**src/rtl/hapara_icap_readback_if.sv**
```systemverilog
// Bus bundle for hapara_icap_readback: request/status, readback stream and ICAP pins.
// The master modport is the readback engine's view; slave is the environment's view.
interface hapara_icap_readback_if;
  logic        start;
  logic [31:0] far;
  logic [26:0] word_cnt;
  logic        busy;
  logic        done;
  logic [31:0] m_data;
  logic        m_valid;
  logic        m_ready;
  logic        icap_csib;
  logic        icap_rdwrb;
  logic [31:0] icap_i;
  logic [31:0] icap_o;

  // Stream: a word moves on every rising edge where m_valid && m_ready; m_data holds while m_valid && !m_ready.
  modport master (
    input  start, far, word_cnt, m_ready, icap_o,
    output busy, done, m_data, m_valid, icap_csib, icap_rdwrb, icap_i
  );

  modport slave (
    output start, far, word_cnt, m_ready, icap_o,
    input  busy, done, m_data, m_valid, icap_csib, icap_rdwrb, icap_i
  );
endinterface

```
**src/rtl/hapara_icap_readback.sv**
```systemverilog
// ICAP frame readback engine: command sequence, throttled reads into an output FIFO, desync.
// Optional macro HAPARA_ICAP_READBACK_BITSWAP_EN bit-reverses each byte of icap_i and captured icap_o.
module hapara_icap_readback #(
  parameter int RD_LAT     = 3,
  parameter int FIFO_DEPTH = 16
) (
  input  logic                  clk,
  input  logic                  rst,
  hapara_icap_readback_if.master bus,
  output logic [2:0]            state_o
);
  localparam int AW = $clog2(FIFO_DEPTH);
  localparam int CW = AW + 1;
  localparam logic [CW:0] THRESH = (CW+1)'(FIFO_DEPTH - RD_LAT - 1);

  typedef enum logic [2:0] {
    S_IDLE, S_CMD, S_SW_RD, S_READ, S_DRAIN, S_SW_WR, S_DESYNC, S_FLUSH
  } state_t;

  state_t            state_q;
  logic [3:0]        idx_q;
  logic [31:0]       far_q;
  logic [26:0]       cnt_q;
  logic [26:0]       rem_q;
  logic              csib_q;
  logic              rdwrb_q;
  logic              busy_q;
  logic              done_q;
  logic [31:0]       icap_wd_q;
  logic [RD_LAT-1:0] pipe_q;
  logic [CW-1:0]     inflight_q;
  logic [CW-1:0]     fifo_cnt_q;
  logic [AW-1:0]     wr_ptr_q;
  logic [AW-1:0]     rd_ptr_q;
  logic [31:0]       mem [FIFO_DEPTH];

  logic        issue;
  logic        push;
  logic        pop;
  logic        m_valid_w;
  logic [CW:0] occ_d;
  logic        read_ok;
  logic [31:0] cap_w;

  function automatic logic [31:0] cmd_word(input logic [3:0] i, input logic [31:0] f,
                                           input logic [26:0] n);
    logic [31:0] w;
    case (i)
      4'd0:    w = 32'hFFFF_FFFF;
      4'd1:    w = 32'hAA99_5566;
      4'd3:    w = 32'h3000_2001;
      4'd4:    w = f;
      4'd5:    w = 32'h3000_8001;
      4'd6:    w = 32'h0000_0004;
      4'd8:    w = 32'h2800_6000;
      4'd9:    w = 32'h4800_0000 | {5'd0, n};
      default: w = 32'h2000_0000;
    endcase
    return w;
  endfunction

  function automatic logic [31:0] desync_word(input logic [1:0] i);
    logic [31:0] w;
    case (i)
      2'd0:    w = 32'h3000_8001;
      2'd1:    w = 32'h0000_000D;
      default: w = 32'h2000_0000;
    endcase
    return w;
  endfunction

`ifdef HAPARA_ICAP_READBACK_BITSWAP_EN
  function automatic logic [31:0] byte_rev(input logic [31:0] w);
    logic [31:0] r;
    for (int b = 0; b < 4; b++)
      for (int k = 0; k < 8; k++)
        r[8*b+k] = w[8*b+7-k];
    return r;
  endfunction
  assign cap_w      = byte_rev(bus.icap_o);
  assign bus.icap_i = byte_rev(icap_wd_q);
`else
  assign cap_w      = bus.icap_o;
  assign bus.icap_i = icap_wd_q;
`endif

  // Only READ ever presents csib=0 with rdwrb=1, so that pin pair alone marks a read.
  assign issue     = !csib_q && rdwrb_q;
  assign push      = pipe_q[RD_LAT-1];
  assign m_valid_w = (fifo_cnt_q != '0);
  assign pop       = m_valid_w && bus.m_ready;
  // Occupancy (buffered + in flight) as it will stand next cycle, so csib can be registered.
  assign occ_d     = (CW+1)'(fifo_cnt_q) + (CW+1)'(inflight_q) + (CW+1)'(issue) - (CW+1)'(pop);
  assign read_ok   = (occ_d <= THRESH);

  always_ff @(posedge clk or posedge rst) begin
    if (rst) begin
      state_q   <= S_IDLE;
      idx_q     <= '0;
      far_q     <= '0;
      cnt_q     <= '0;
      rem_q     <= '0;
      csib_q    <= 1'b1;
      rdwrb_q   <= 1'b0;
      busy_q    <= 1'b0;
      done_q    <= 1'b0;
      icap_wd_q <= '0;
    end else begin
      done_q <= 1'b0;
      case (state_q)
        S_IDLE: begin
          if (bus.start && (bus.word_cnt != '0)) begin
            state_q   <= S_CMD;
            far_q     <= bus.far;
            cnt_q     <= bus.word_cnt;
            rem_q     <= bus.word_cnt;
            idx_q     <= '0;
            csib_q    <= 1'b0;
            busy_q    <= 1'b1;
            icap_wd_q <= 32'hFFFF_FFFF;
          end
        end
        S_CMD: begin
          if (idx_q == 4'd11) begin
            state_q   <= S_SW_RD;
            csib_q    <= 1'b1;
            rdwrb_q   <= 1'b1;
            icap_wd_q <= '0;
          end else begin
            idx_q     <= idx_q + 4'd1;
            icap_wd_q <= cmd_word(idx_q + 4'd1, far_q, cnt_q);
          end
        end
        S_SW_RD: begin
          state_q <= S_READ;
          csib_q  <= !read_ok;
        end
        S_READ: begin
          rem_q <= rem_q - 27'(issue);
          if (issue && (rem_q == 27'd1)) begin
            state_q <= S_DRAIN;
            csib_q  <= 1'b1;
          end else begin
            csib_q  <= !read_ok;
          end
        end
        S_DRAIN: begin
          if (inflight_q == '0) begin
            state_q <= S_SW_WR;
            rdwrb_q <= 1'b0;
          end
        end
        S_SW_WR: begin
          state_q   <= S_DESYNC;
          idx_q     <= '0;
          csib_q    <= 1'b0;
          icap_wd_q <= 32'h3000_8001;
        end
        S_DESYNC: begin
          if (idx_q == 4'd3) begin
            state_q   <= S_FLUSH;
            csib_q    <= 1'b1;
            icap_wd_q <= '0;
          end else begin
            idx_q     <= idx_q + 4'd1;
            icap_wd_q <= desync_word(idx_q[1:0] + 2'd1);
          end
        end
        S_FLUSH: begin
          if (fifo_cnt_q == '0) begin
            state_q <= S_IDLE;
            busy_q  <= 1'b0;
            done_q  <= 1'b1;
          end
        end
        default: state_q <= S_IDLE;
      endcase
    end
  end

  always_ff @(posedge clk or posedge rst) begin
    if (rst) begin
      pipe_q     <= '0;
      inflight_q <= '0;
      fifo_cnt_q <= '0;
      wr_ptr_q   <= '0;
      rd_ptr_q   <= '0;
    end else begin
      pipe_q     <= (pipe_q << 1) | RD_LAT'(issue);
      inflight_q <= inflight_q + CW'(issue) - CW'(push);
      fifo_cnt_q <= fifo_cnt_q + CW'(push) - CW'(pop);
      if (push) wr_ptr_q <= wr_ptr_q + AW'(1);
      if (pop)  rd_ptr_q <= rd_ptr_q + AW'(1);
    end
  end

  always_ff @(posedge clk) begin
    if (push) mem[wr_ptr_q] <= cap_w;
  end

  assign bus.icap_csib  = csib_q;
  assign bus.icap_rdwrb = rdwrb_q;
  assign bus.busy       = busy_q;
  assign bus.done       = done_q;
  assign bus.m_valid    = m_valid_w;
  assign bus.m_data     = m_valid_w ? mem[rd_ptr_q] : '0;
  assign state_o        = state_q;
endmodule

```
**src/flat_wrapper.sv**
```systemverilog
// flat-port wrapper written by rule: the top's interface ports become plain ports
module hapara_icap_readback_flat 
#(
  parameter int RD_LAT     = 3,
  parameter int FIFO_DEPTH = 16
)
  (clk, rst, state_o, bus_start, bus_far, bus_word_cnt, bus_m_ready, bus_icap_o, bus_busy, bus_done, bus_m_data, bus_m_valid, bus_icap_csib, bus_icap_rdwrb, bus_icap_i);
  hapara_icap_readback_if bus_i ();
  input  logic clk;
  input  logic rst;
  output logic [2:0] state_o;
  input wire logic [$bits(bus_i.start)-1:0] bus_start;
  input wire logic [$bits(bus_i.far)-1:0] bus_far;
  input wire logic [$bits(bus_i.word_cnt)-1:0] bus_word_cnt;
  input wire logic [$bits(bus_i.m_ready)-1:0] bus_m_ready;
  input wire logic [$bits(bus_i.icap_o)-1:0] bus_icap_o;
  output wire logic [$bits(bus_i.busy)-1:0] bus_busy;
  output wire logic [$bits(bus_i.done)-1:0] bus_done;
  output wire logic [$bits(bus_i.m_data)-1:0] bus_m_data;
  output wire logic [$bits(bus_i.m_valid)-1:0] bus_m_valid;
  output wire logic [$bits(bus_i.icap_csib)-1:0] bus_icap_csib;
  output wire logic [$bits(bus_i.icap_rdwrb)-1:0] bus_icap_rdwrb;
  output wire logic [$bits(bus_i.icap_i)-1:0] bus_icap_i;
  assign bus_i.start = bus_start;
  assign bus_i.far = bus_far;
  assign bus_i.word_cnt = bus_word_cnt;
  assign bus_i.m_ready = bus_m_ready;
  assign bus_i.icap_o = bus_icap_o;
  assign bus_busy = bus_i.busy;
  assign bus_done = bus_i.done;
  assign bus_m_data = bus_i.m_data;
  assign bus_m_valid = bus_i.m_valid;
  assign bus_icap_csib = bus_i.icap_csib;
  assign bus_icap_rdwrb = bus_i.icap_rdwrb;
  assign bus_icap_i = bus_i.icap_i;
  hapara_icap_readback #(.RD_LAT(RD_LAT), .FIFO_DEPTH(FIFO_DEPTH)) u_core (.clk(clk), .rst(rst), .bus(bus_i), .state_o(state_o));
endmodule
```
**config.mk**
```make
export PLATFORM = sky130hd
export DESIGN_NAME = hapara_icap_readback_flat
export DESIGN_NICKNAME = d
export VERILOG_FILES = /design/src/rtl/hapara_icap_readback_if.sv /design/src/rtl/hapara_icap_readback.sv /design/src/flat_wrapper.sv
export SDC_FILE = /design/constraint.sdc
export NUM_CORES = 1
export LEC_CHECK = 0
export CORE_MARGIN = 8
export CORE_UTILIZATION = 35
export DETAILED_ROUTE_END_ITERATION = 10
export SLEW_MARGIN = 5
export SYNTH_ARGS = -nofsm -noshare
export SYNTH_HDL_FRONTEND = slang
export SYNTH_SLANG_ARGS = --single-unit
```
**constraint.sdc**
```tcl
create_clock -name clk -period 12.5 [get_ports clk]
set_input_delay 3.125 -clock clk [delete_from_list [all_inputs] [get_ports clk]]
set_output_delay 3.125 -clock clk [all_outputs]
set_load 0.01 [all_outputs]
```
==> results.toml <==
[logic_synthesis]
syn_inst = 1558
synth-edff-count = 512
synth_fa_ha_area_share_pct = 1.91
synthMuxAreaShare_pct = 15.6
ys_types = 77
yosysTopAreaCell = "edfxtp_1"
ys_seq_area_share_pct = 69.1
async_flop_share_pct = 22.7
synth_top_family_by_area = "multiplexers"
ys_ff_latch = 662
synthSimpleGateAreaFrac_pct = 5.60
synth.top_cell.area_share_pct = 55.5
synth-xor-area-share_pct = 0.668
ys_warn_count = 0
synth_fp_nets = 1693
avgSynthCellArea_um2 = 17.8
synth_area_um2 = 27700
synth_compound_area_share_pct = 4.90
ys_top_cells_by_area = "edfxtp_1 55%, dfrtp_1 13%, mux4_2 13%"
synthFlopType = "edfxtp_1"

[sta]
maxSlewViolCount = 0
finalSetupViolations = 0
worstMarginPinSlew_ps = 1260
fin_hold_ws_ps = 346
fmax_ghz = 0.132
rsz0062_at_grt = "false"
relSlewSlack_pct = 15.9
skew_ps = 53.8
tns_ps = 0
post-route-period-util_pct = 60.4
period_minus_slack_ps = 7550
hold_violations = 0

[worst_hold_path]
hold_class = "flip-flop to flip-flop"
whs_path_depth = 0
min_from = "u_core.pipe_q[0]"
min_to = "u_core.pipe_q[1]"

[clocking]
post-cts-setup-buffers = 0
cts.clk_slew.worst_paths_ps = 50
htreeDepth = 3
cts_tree = "done"
clockBufferDepth = 3
cts.sinks = 662
cts-resized-gates = 0
cts_root_buf = "clkbuf_16"
clk_latency_ps = 620
cts_buffers = 74
holdBufCountCts = 0

[setup_path]
crit_path_cell_trace = "buf_4, mux4_2, mux4_2, and2_1, clkdlybuf4s50_1"
crit_path_top_delay_cell = "dfrtp_4"
r2r_start = "u_core.fifo_cnt_q[2]"
r2r_cells = 15
crit_arrival_ps = 4430
cp_top_family = "buffers and inverters"
critPathMostFrequentCell = "mux4_2"
cpPeakStageDelay_ps = 960
ff2ff_setup_slack_ps = 8730
r2r-end = "u_core.bus.icap_csib"
worstSetupPathType = "flip-flop to output port"
start_kind = "flip-flop"
cp.buffers_inverters = 2
crit_path_start = "u_core.rd_ptr_q[0]"
crit_required_ps = 9380
cp_max_fo = 49
cp-end-kind = "output port"

[global_routing]
grt_pass1_wl_um = 101000
antenna_found_initial = 5
grt_max_degree = 82
gr-total-overflow = 0
grt.total_usage_pct = 14.8
grt_pass1_vias = 15900

[floorplanning]
core_area_um2 = 78600
dieArea_um2 = 88400
die_w_um = 297
start_util_pct = 35.2
io_pins = 167
rows = 103
die_h_um = 297

[route]
wirelength_um = 66400
ant_nets = 0
dr.first_iter.drc_count = 1043
drc = 0
post_drt_wl_per_cell_um = 23.3
vias_per_cell = 5.27
vias = 15000
firstDrtPassIters = 5

[pwr]
intPower_uw = 5610
power.density_nw_per_um2 = 250
power_frac_comb_pct = 35.3
ir_drop_mv = 0.187
clkPwrFrac_pct = 26.6
switching_share_pct = 32.1
power_switching_uw = 2650
p_leak_uw = 0.0111
seqPwrFrac_pct = 38.1

[placed_design]
dpl.hpwl_um = 38300
place_congestion = 0.810
portBuffers = 166

[final_layout]
area_growth_pct = 19.5
layout-drive-gt1-share_pct = 23.4
finalNetCount = 1878
fillers = 6982

[flow_run]
drv_cap = 0

[status]
outcome = "completed"
## sequential cells by signal, indices dropped and copies added (netlist names), 5 cells and up
register / flops
u_core.mem: 512
u_core.far_q: 32
u_core.fifo_cnt_q: 5
u_core.rem_q: 27
u_core.cnt_q: 27
u_core.inflight_q: 5
u_core.bus.icap_i: 32
## power groups by stage
stage | sequential (uW) | combinational, uW | clock [uW]
floorplan | 3060 | 2040 | 0
global placement | 3180 | 2910 | 0
detailed placement | 3200 | 2960 | 0
CTS | 3160 | 2980 | 2250
global route | 3210 | 3190 | 2340
finish | 3150 | 2910 | 2200
## cells in the mapped netlist (8+ instances only)
cell type  instances
inv_1             43
nand2b_1          11
ha_1              36
nand4_1            8
o21ai_0           28
buf_1              8
dfrtp_1          149
mux2_2            59
a21oi_1           60
nor2b_1            8
clkbuf_1          39
edfxtp_1         512
buf_2             25
buf_6             11
nand3_1           17
and2_1            37
xnor2_1           12
o22a_1            12
mux4_2           160
o211ai_1          10
nand2_1           61
nor2_1            67
nor3_2            20
a221oi_1          20
a31oi_1           13
nor3_1            19
## logic make-up (layout without fill, tap and decap cells)
family / count (synthesis) / count (layout)
DFF: 662 / 662
and+or+nand+nor: 285 / 285
muxes: 224 / 224
AOI/OAI and AO/OA: 198 / 198
buffers and inverters: 130 / 372
adders and majority gates: 40 / 40
xor gates and xnor gates: 19 / 19
other: 0 / 3
## through the flow
stage | instance area [um2] | cells | total power, uW | setup slack [ps] | utilization, %
finish | 33100 | 2853 | 8270 | 4950 | 42.1
global route | 33100 | 2851 | 8730 | 4630 | 42.1
CTS | 33100 | 2850 | 8390 | 4790 | 42.1
detailed placement | 30600 | 2717 | 6150 | 5440 | 38.9
global placement | 30600 | 2717 | 6090 | 5470 | 38.9
floorplan | 27700 | 1558 | 5100 | 5340 | -
## placed cells by master, fill, tap and decap left out, types with 15 or more instances in the layout
cell type | synthesis | layout
nor3_2 | 20 | 24
dfrtp_1 | 149 | 145
and2_1 | 37 | 37
nand3_1 | 17 | 17
inv_1 | 43 | 42
o21ai_0 | 28 | 28
ha_1 | 36 | 36
clkdlybuf4s50_1 | 0 | 166
nor2_1 | 67 | 55
mux2_2 | 59 | 59
edfxtp_1 | 512 | 512
mux4_2 | 160 | 160
nor3_1 | 19 | 15
clkbuf_16 | 0 | 76
buf_4 | 3 | 30
a21oi_1 | 60 | 60
a221oi_1 | 20 | 20
nand2_1 | 61 | 61
## final cells by class
type                            instances  area [um2]  share of cell area (%)
Clock buffer                           88        1970                    5.94
Tap cell                             1050        1310                    3.97
Inverter                               43         166                   0.503
Multi-Input combinational cell        766        8080                    24.4
Antenna cell                            3        7.51                  0.0227
Timing Repair Buffer                  196        1890                    5.70
Sequential cell                       662       19100                    57.8
Clock inverter                         45         551                    1.66
## worst max-delay path by stage
stage	endpoint	slack, ps	cells after the start
floorplan	u_core.bus.busy	5340	1
global placement	bus_m_data[27]	5470	5
detailed placement	bus_m_data[27]	5440	5
CTS	bus_m_data[27]	4790	5
global route	bus_m_data[27]	4630	5
finish	bus_m_data[27]	4950	5
## layer usage
| metal | vias to the layer above | share of wire (%) | track usage [%] |
|---|---|---|---|
| met2 | 482 | 49 | 24.4 |
| met4 | 4 | 2.5 | 4.19 |
| met1 | 7872 | 43 | 19.5 |
| met3 | 118 | 5.9 | 3.33 |
| li1 | 6572 | - | - |
| met5 | - | 0.032 | 0 |
No activity file was read; power rests on OpenSTA's default activity.
